`config.mk`:
```
export PLATFORM = sky130hd
export DESIGN_NAME = switch_bounce_emulator
export DESIGN_NICKNAME = d
export VERILOG_FILES = /design/src/rtl/switch_bounce_emulator.sv
export SDC_FILE = /design/constraint.sdc
export NUM_CORES = 1
export LEC_CHECK = 0
export CELL_PAD_IN_SITES_DETAIL_PLACEMENT = 1
export CELL_PAD_IN_SITES_GLOBAL_PLACEMENT = 2
export CORE_MARGIN = 4
export CORE_UTILIZATION = 36
export CTS_CLUSTER_DIAMETER = 60
export DETAILED_ROUTE_END_ITERATION = 8
export GPL_TIMING_DRIVEN = 1
export PLACE_DENSITY = 0.78
export SLEW_MARGIN = 30
export SYNTH_ARGS = -nofsm -noshare
export SYNTH_HDL_FRONTEND = slang
export SYNTH_SLANG_ARGS = --single-unit
```
`constraint.sdc`:
```
create_clock -name clk -period 1.5 [get_ports clk]
set_input_delay 0.15 -clock clk [delete_from_list [all_inputs] [get_ports clk]]
set_output_delay 0.15 -clock clk [all_outputs]
set_load 0.01 [all_outputs]
```
`src/rtl/switch_bounce_emulator.sv`:
```
// Switch-bounce generator: on each accepted level change it chatters pseudo-randomly
// for 2^N_BOUNCE cycles before settling on the new level; bypass mode follows cleanly.
//
// state  | meaning
// IDLE   | output steady at tgt_rg, watching for a level change
// BOUNCE | chatter window running, cnt_rg counting toward terminal value
module switch_bounce_emulator #(
  parameter int          N_BOUNCE  = 3,
  parameter logic [15:0] LFSR_SEED = 16'hACE1
) (
  input  logic clk,
  input  logic rstn,
  input  logic i_sig_clean,
  input  logic i_bounce_en,
  output logic o_sig_bouncy,
  output logic o_busy,
  output logic o_done
);

  // An all-zero Galois LFSR would lock up, so a zero seed falls back to the default.
  localparam logic [15:0]         SEED    = (LFSR_SEED == 16'h0000) ? 16'hACE1 : LFSR_SEED;
  localparam logic [15:0]         TAPS    = 16'hB400;
  localparam logic [N_BOUNCE-1:0] CNT_ONE = N_BOUNCE'(1);

  typedef enum logic {IDLE, BOUNCE} state_t;

  state_t              state_rg, state_nx;
  logic                sig_rg;
  logic                tgt_rg, tgt_nx;
  logic [N_BOUNCE-1:0] cnt_rg, cnt_nx;
  logic [15:0]         lfsr_rg, lfsr_nx;
  logic                bouncy_nx, busy_nx, done_nx;

  assign lfsr_nx = lfsr_rg[0] ? ((lfsr_rg >> 1) ^ TAPS) : (lfsr_rg >> 1);

  always_ff @(posedge clk) begin
    if (!rstn) begin
      state_rg     <= IDLE;
      sig_rg       <= 1'b0;
      tgt_rg       <= 1'b0;
      cnt_rg       <= '0;
      lfsr_rg      <= SEED;
      o_sig_bouncy <= 1'b0;
      o_busy       <= 1'b0;
      o_done       <= 1'b0;
    end else begin
      state_rg     <= state_nx;
      sig_rg       <= i_sig_clean;
      tgt_rg       <= tgt_nx;
      cnt_rg       <= cnt_nx;
      lfsr_rg      <= lfsr_nx;
      o_sig_bouncy <= bouncy_nx;
      o_busy       <= busy_nx;
      o_done       <= done_nx;
    end
  end

  always_comb begin
    state_nx  = state_rg;
    tgt_nx    = tgt_rg;
    cnt_nx    = cnt_rg;
    bouncy_nx = o_sig_bouncy;
    busy_nx   = o_busy;
    done_nx   = 1'b0;
    case (state_rg)
      IDLE: begin
        bouncy_nx = tgt_rg;
        busy_nx   = 1'b0;
        if (sig_rg != tgt_rg) begin
          tgt_nx    = sig_rg;
          bouncy_nx = sig_rg;
          if (i_bounce_en) begin
            cnt_nx   = '0;
            busy_nx  = 1'b1;
            state_nx = BOUNCE;
          end
        end
      end
      BOUNCE: begin
        // A fresh input change restarts the window even on the terminal cycle.
        if (sig_rg != tgt_rg) begin
          tgt_nx    = sig_rg;
          bouncy_nx = sig_rg;
          cnt_nx    = '0;
        end else if (cnt_rg != '1) begin
          bouncy_nx = lfsr_rg[0];
          cnt_nx    = cnt_rg + CNT_ONE;
        end else begin
          bouncy_nx = tgt_rg;
          done_nx   = 1'b1;
          busy_nx   = 1'b0;
          state_nx  = IDLE;
        end
      end
      default: state_nx = IDLE;
    endcase
  end

endmodule

```
==> impl_metrics.toml <==
[yosys]
netlist_top_cells_area = "dfxtp_1 (58%), ha_1 (7.3%), and2_1 (6.6%), nand2b_1 (4.4%), a32o_1 (2.3%)"
syn-num-nets = 84
synth_seq_cells = 25
synth_top_area_cell = "dfxtp_1"
synth_cell_types = 25
synth_edf_count = 0
ys_top_cells_by_count = "dfxtp_1 (25), and2_1 (9), nand2b_1 (6), ha_1 (5), nand2_1 (4)"
synthArstFlopShare_pct = 0
syn_area_per_cell_um2 = 11.5
yosysWarnings = 0
netlist.area_leader.share_pct = 58.2
syn_inst = 75
ys_seq_area_share_pct = 58.2
ys.flop_type = "dfxtp_1"
syn_area_um2 = 860
synth_most_common_cell = "dfxtp_1"

[cells_and_area]
n_antenna_cell = 0
fillers = 257
syn_to_final_growth_pct = 18.8
drive_above_1_share_pct = 17.4
nets = 96

[drt]
drtAntennaViolNets = 0
initialDrtViolationCount = 4
avgViaCountPerCell = 4.74
drc = 0
vias = 540
routed_wl_mm = 1.43
wire_per_inst_um = 12.6
firstDrtPassIters = 2

[setup_path]
cp.required_ns = 1.73
crit_buf_inv = 0
critPathCaptureType = "register"
slowest_delay_ns = 0.36
worstReg2RegEnd = "cnt_rg[2]"
cp_max_fo = 3
ff2ff_path_depth = 5
path_class = "register to register"
r2r_slack_ns = 0.13
rr_startpoint = "cnt_rg[0]"
crit_path_frequent_cell = "ha_1"
cp_top_family = "adder cells"
crit_chain = "ha_1, ha_1, nand2_1, o21ai_2, a32o_1"
critical_path_arrival_ns = 1.60
critPathLaunchType = "register"
crit_path_top_delay_cell = "dfxtp_2"

[timing]
fmax_mhz = 731
fin_setup_tns_ns = 0
holdWs_ns = 0.406
hold_violations = 0
period_minus_slack_ns = 1.37
rsz0062_at_grt = "false"
skew_ns = 0.00753
tightest_slew_ns = 0.268
finalCritPeriodShare_pct = 91.1
setup_violations = 0
maxSlewViolCount = 0
slew_headroom_pct = 82.1

[outcome]
outcome = "complete, no violations"

[placed_design]
dp_hpwl_mm = 1.04
port-buffer-count = 6
gp_congestion = 0.668

[clock_tree]
postCtsHoldBufs = 0
numCtsBuffers = 3
htreeDepth = 1
cts_root_buffer = "clkbuf_4"
cts_max_path_buffers = 2
clkSinkCount = 25
cts.reportedPaths.clkPinSlew_ns = 0.14
cts_tree = "yes"
clock_latency_ns = 0.33
cts.repair_timing.setup_buffer_count = 0

[grt]
grt_pass1_vias = 559
grt.overflow.total = 0
grt_max_degree = 17
grt_first_pass_wirelength_mm = 2.44
grt_usage_pct = 10.1
antenna_found_initial = 0

[worst_hold_path]
holdPathEnd = "sig_rg"
holdCritPathClass = "primary input to register"
holdCritStartpoint = "i_sig_clean"
min_path_cells = 2

[floorplan]
die_w_um = 56.9
start_util_pct = 38.5
core_um2 = 2230
die_y_um = 56.9
io-pin-count = 7
num_rows = 17
dieArea_um2 = 3230

[pwr]
p_per_area_nw_per_um2 = 1120
vdd_drop_max_mv = 0.792
p_leak_nw = 0.413

[job]
drv_cap = 0
## cell usage in the layout, fill, tap and decap left out, types with 2 or more instances in the layout
master | netlist | layout
a32o_1 | 2 | 2
and2_1 | 9 | 9
buf_4 | 0 | 3
clkbuf_4 | 0 | 3
clkdlybuf4s50_1 | 0 | 6
dfxtp_1 | 25 | 23
dfxtp_2 | 0 | 2
ha_1 | 5 | 4
inv_1 | 2 | 2
nand2_1 | 4 | 4
nand2b_1 | 6 | 6
nor2_1 | 2 | 2
nor2b_1 | 3 | 2
xnor2_1 | 2 | 2
## cells by family (layout without fill, tap and decap cells)
group                      after synthesis  after routing  share of synthesized area, %
AOI/OAI and AO/OA                        9              9                          7.86
xor gates and xnor gates                 3              3                          3.06
adders and majority gates                5              5                          7.28
buffers and inverters                    4             15                          1.89
DFF                                     25             25                          58.2
muxes                                    1              1                          1.16
and+or+nand+nor                         28             28                          20.5
## worst max-delay path by stage
stage,from,end,depth (start not counted)
final,cnt_rg[0],cnt_rg[2],5
after global routing,cnt_rg[0],cnt_rg[2],5
after CTS,tgt_rg,cnt_rg[1],5
after detailed placement,tgt_rg,cnt_rg[1],5
after global placement,tgt_rg,cnt_rg[1],5
after floorplan,tgt_rg,cnt_rg[1],5
## state kept, by name, summed over array words and instances, names as in the netlist
signal,flops
state_rg,1
sig_rg,1
o_sig_bouncy,1
cnt_rg,3
tgt_rg,1
o_busy,1
lfsr_rg,16
o_done,1
## per-layer routing
layer / vias up / track usage [%] / part of all wire, %
met5: - / 0 / 0
met4: 0 / 5.96 / 2.4
met3: 5 / 3.68 / 4.3
met2: 8 / 15.7 / 45
met1: 258 / 11.7 / 48
li1: 269 / - / -
## where the power goes
| group | switching (mW) | internal, mW |
|---|---|---|
| Combinational | 0.0425 | 0.0600 |
| Clock | 0.211 | 0.109 |
| Sequential | 0.0207 | 0.704 |
| Total | 0.274 | 0.873 |
## area by class of cell
cell class / count / area [um2] / share of cell area (%)
Sequential cell: 25 / 503 / 49.3
Multi-Input combinational cell: 46 / 362 / 35.4
Timing Repair Buffer: 9 / 82.6 / 8.09
Tap cell: 28 / 35.0 / 3.43
Clock buffer: 3 / 22.5 / 2.21
Clock inverter: 1 / 8.76 / 0.858
Inverter: 2 / 7.51 / 0.735
## per-stage QoR
stage               area, um2  total power [mW]  util, %  setup slack [ns]  cells
floorplan                 860             0.795        -             0.180     75
global placement          968             0.833     43.4            0.0813    110
detailed placement        968             0.837     43.4            0.0669    110
CTS                      1000              1.16     44.8            0.0329    114
global route             1020              1.21     45.7            0.0351    114
finish                   1020              1.15     45.7             0.133    114
## worst reg2reg max path, stage by stage, from the launching register on
cell and delay, ns:
dfxtp_2 0.36, ha_1 0.21, ha_1 0.23, nand2_1 0.12, o21ai_2 0.09, a32o_1 0.26
## timing repair
action | 4_1_cts | 5_1_grt
hold endpoints to repair | 0 | 0
setup endpoints to repair | 0 | 5
gates resized for setup | 0 | 5
Power figures use the tool's default switching activity.
==> variant: new RTL, same settings <==
Make the reset (`rstn`) asynchronous in one clocked block.
--- a/src/rtl/switch_bounce_emulator.sv
+++ b/src/rtl/switch_bounce_emulator.sv
@@ -33,7 +33,7 @@
 
   assign lfsr_nx = lfsr_rg[0] ? ((lfsr_rg >> 1) ^ TAPS) : (lfsr_rg >> 1);
 
-  always_ff @(posedge clk) begin
+  always_ff @(posedge clk or negedge rstn) begin
     if (!rstn) begin
       state_rg     <= IDLE;
       sig_rg       <= 1'b0;
Behaviour: differs if rstn is asserted again (counterexample within 4 cycles, from zero or initial values and one cycle with rstn low); with rstn held inactive, the same outputs for 10 cycles.
==> variant against the unedited design <==
Final cell count is 19% lower. Critical path depth stayed put. Routed wire length is 15% lower. Count of clock-buffer cells in the layout stayed put. Final area is 2.3% lower. Synthesized cell count is 29% lower. Sequential cell count stayed put. First-iteration DRC count is 100% lower. Setup slack worse by 37 ps. Synthesized area is 0.29% lower. Sequential share of layout area is 14 points higher.
Power is not compared: it rests on default switching activity, and its combinational part moved more than twofold at a synthesized area within 25%.
==> variant: results (changes against the unedited design) <==
{
  "outcome": {
    "status": "finished clean"
  },
  "layout": {
    "finish.net_count": {"value": 74, "change": "-23%"},
    "filler_cell_count": {"value": 231, "change": "-10%"},
    "final_layout_size_suffix_gt1_share": {"value": 29.69, "unit": "%", "change": "+12 points"}
  },
  "detailed_routing": {
    "drt_pass1_iterations": {"value": 1, "change": "-1"},
    "route.final.wire_length": {"value": 1211, "unit": "microns", "change": "-15%"},
    "drtIter0Drc": {"value": 0, "change": "-4"},
    "routed-via-count": {"value": 412, "change": "-24%"}
  },
  "placement": {
    "io_buffer_count": {"value": 6, "change": "unchanged"},
    "final_wtd_congestion": {"value": 0.7241, "change": "+8.4%"},
    "dpl_hpwl": {"value": 875.2, "unit": "microns", "change": "-16%"}
  },
  "critical_path": {
    "critPathSlowestCell": "sky130_fd_sc_hd__dfrtp_1",
    "reg2reg_from": "cnt_rg[0]",
    "minimum_setup_slack_among_reg_to_reg_paths": {"value": 100, "unit": "ps", "change": "-40 ps"},
    "slowest_delay": {"value": 420, "unit": "ps", "change": "+60 ps"},
    "rr_endpoint": "o_sig_bouncy"
  },
  "yosys": {
    "yosys.area_share.xor_xnor": {"value": 3.066, "unit": "%", "change": "+0.0089 points"},
    "synth_flop_cell": "sky130_fd_sc_hd__dfrtp_1",
    "yosys.cell_types.count": {"value": 18, "change": "-28%"},
    "synth.area.top_cells": "sky130_fd_sc_hd__dfrtp_1 50%, sky130_fd_sc_hd__dfstp_2 25%, sky130_fd_sc_hd__ha_1 7.3%",
    "synth_compound_gate_area_share": {"value": 6.569, "unit": "%", "change": "-1.3 points"},
    "post_synth_fa_ha_maj_area_fraction": {"value": 7.299, "unit": "%", "change": "+0.021 points"},
    "synth_sequential_area_ratio": {"value": 74.16, "unit": "%", "change": "+16 points"},
    "synth_top_cells_by_count": "17 x sky130_fd_sc_hd__dfrtp_1, 8 x sky130_fd_sc_hd__dfstp_2, 5 x sky130_fd_sc_hd__ha_1",
    "postSynth.asyncResetShare": {"value": 100.0, "unit": "%", "change": "+100 points"},
    "synthMuxAreaShare": {"value": 2.920, "unit": "%", "change": "+1.8 points"},
    "mappedNetlistNets": {"value": 62, "change": "-26%"}
  },
  "pwr": {
    "power.static_leakage_nw": 0.5078
  },
  "global_route": {
    "grt_pass1_wl": {"value": 2145, "unit": "microns", "change": "-12%"},
    "grtUsageTotal": {"value": 9.148, "unit": "%", "change": "-0.92 points"},
    "grt_max_degree": {"value": 26, "change": "+9"},
    "antenna_found_initial": {"value": 0, "change": "unchanged"},
    "grt_pass1_vias": {"value": 423, "change": "-24%"}
  },
  "min_path": {
    "timing.hold.worst.class": "input port to async pin"
  },
  "cts": {
    "clkSlewWorstSetupHoldPaths_ps": 130,
    "max-clock-path-buffers": {"value": 2, "change": "unchanged"}
  },
  "timing": {
    "worst_clock_skew": {"value": 12.39, "unit": "ps", "change": "+4.862 ps"},
    "worst_slew_pin_slew": {"value": 301.5, "unit": "ps", "change": "+33.73 ps"}
  }
}
[variant: changes by cell type after synthesis, moves of 2 or more]
cell,change
sky130_fd_sc_hd__nand2_1,-2
sky130_fd_sc_hd__xor2_1,+2
sky130_fd_sc_hd__a22o_1,+2
sky130_fd_sc_hd__xnor2_1,-2
sky130_fd_sc_hd__and2_1,-9
sky130_fd_sc_hd__dfstp_2,+8
sky130_fd_sc_hd__dfxtp_1,-25
sky130_fd_sc_hd__nor2b_1,-3
sky130_fd_sc_hd__a32o_1,-2
sky130_fd_sc_hd__dfrtp_1,+17
sky130_fd_sc_hd__nand2b_1,-6
[variant: worst max-delay path, delay by kind of cell (launching register included)]
kind            cells  cell delay [ps]
compound gates      2              260
fa+ha+maj           2              470
mux                 1              150
flops               1              420
[variant: metal layers]
layer  track usage, %  up-vias  part of all wire (%)
li1                 -      195                     -
met1            12.05      207                    47
met2            12.87        7                    46
met3            4.138        3                   5.7
met4            3.974        0                   1.4
met5                0        -                     0
[variant: what timing repair did]
action,in CTS,in global routing
hold endpoints to repair,0,0
setup endpoints to repair,0,2
resized for setup,0,2
hold buffers,0,0
[variant: layout make-up]
cell class	count	share of cell area (%)
clock buffers	3	2.258
clock inverters	1	0.7528
inverters	2	0.7528
multi-input cells	26	22.21
flip-flops and latches	25	63.74
well taps	28	3.513
repair buffers	7	6.775
[variant: cells by family (layout without fill, tap and decap cells)]
family | Yosys count | count (layout)
flops | 25 | 25
compound gates | 8 | 8
simple gates | 8 | 8
fa+ha+maj | 5 | 5
xor+xnor | 3 | 3
mux | 2 | 2
buf+inv | 2 | 13
[variant: worst max-delay path by stage]
stage,startpoint,end,slack [ps],cells after the start
5_1_grt,cnt_rg[0],o_sig_bouncy,3,5
3_3_place_gp,sig_rg,cnt_rg[0],90,4
4_1_cts,sig_rg,cnt_rg[0],20,4
3_5_place_dp,sig_rg,cnt_rg[0],50,4
6_report,cnt_rg[0],o_sig_bouncy,100,5
2_1_floorplan,sig_rg,cnt_rg[0],150,4
[variant: per-stage QoR]
stage | utilization (%) | instances | cell area, sq um | hold slack, ps | setup WS (ps)
after detailed placement | 42.97 | 88 | 959.7 | 335.5 | 50.21
after floorplan | - | 53 | 857.1 | -145.6 | 152.3
after global routing | 44.65 | 92 | 997.2 | 165.6 | 3.254
final | 44.65 | 92 | 997.2 | 173.2 | 95.41
after global placement | 42.97 | 88 | 959.7 | 337.0 | 91.26
after CTS | 44.31 | 92 | 989.7 | 169.1 | 21.87
[variant: where the power goes]
group / total (mW) / switching, mW / internal, mW
logic: 0.207 / 0.0907 / 0.116
registers: 0.763 / 0.0371 / 0.726
clock network: 0.292 / 0.190 / 0.102
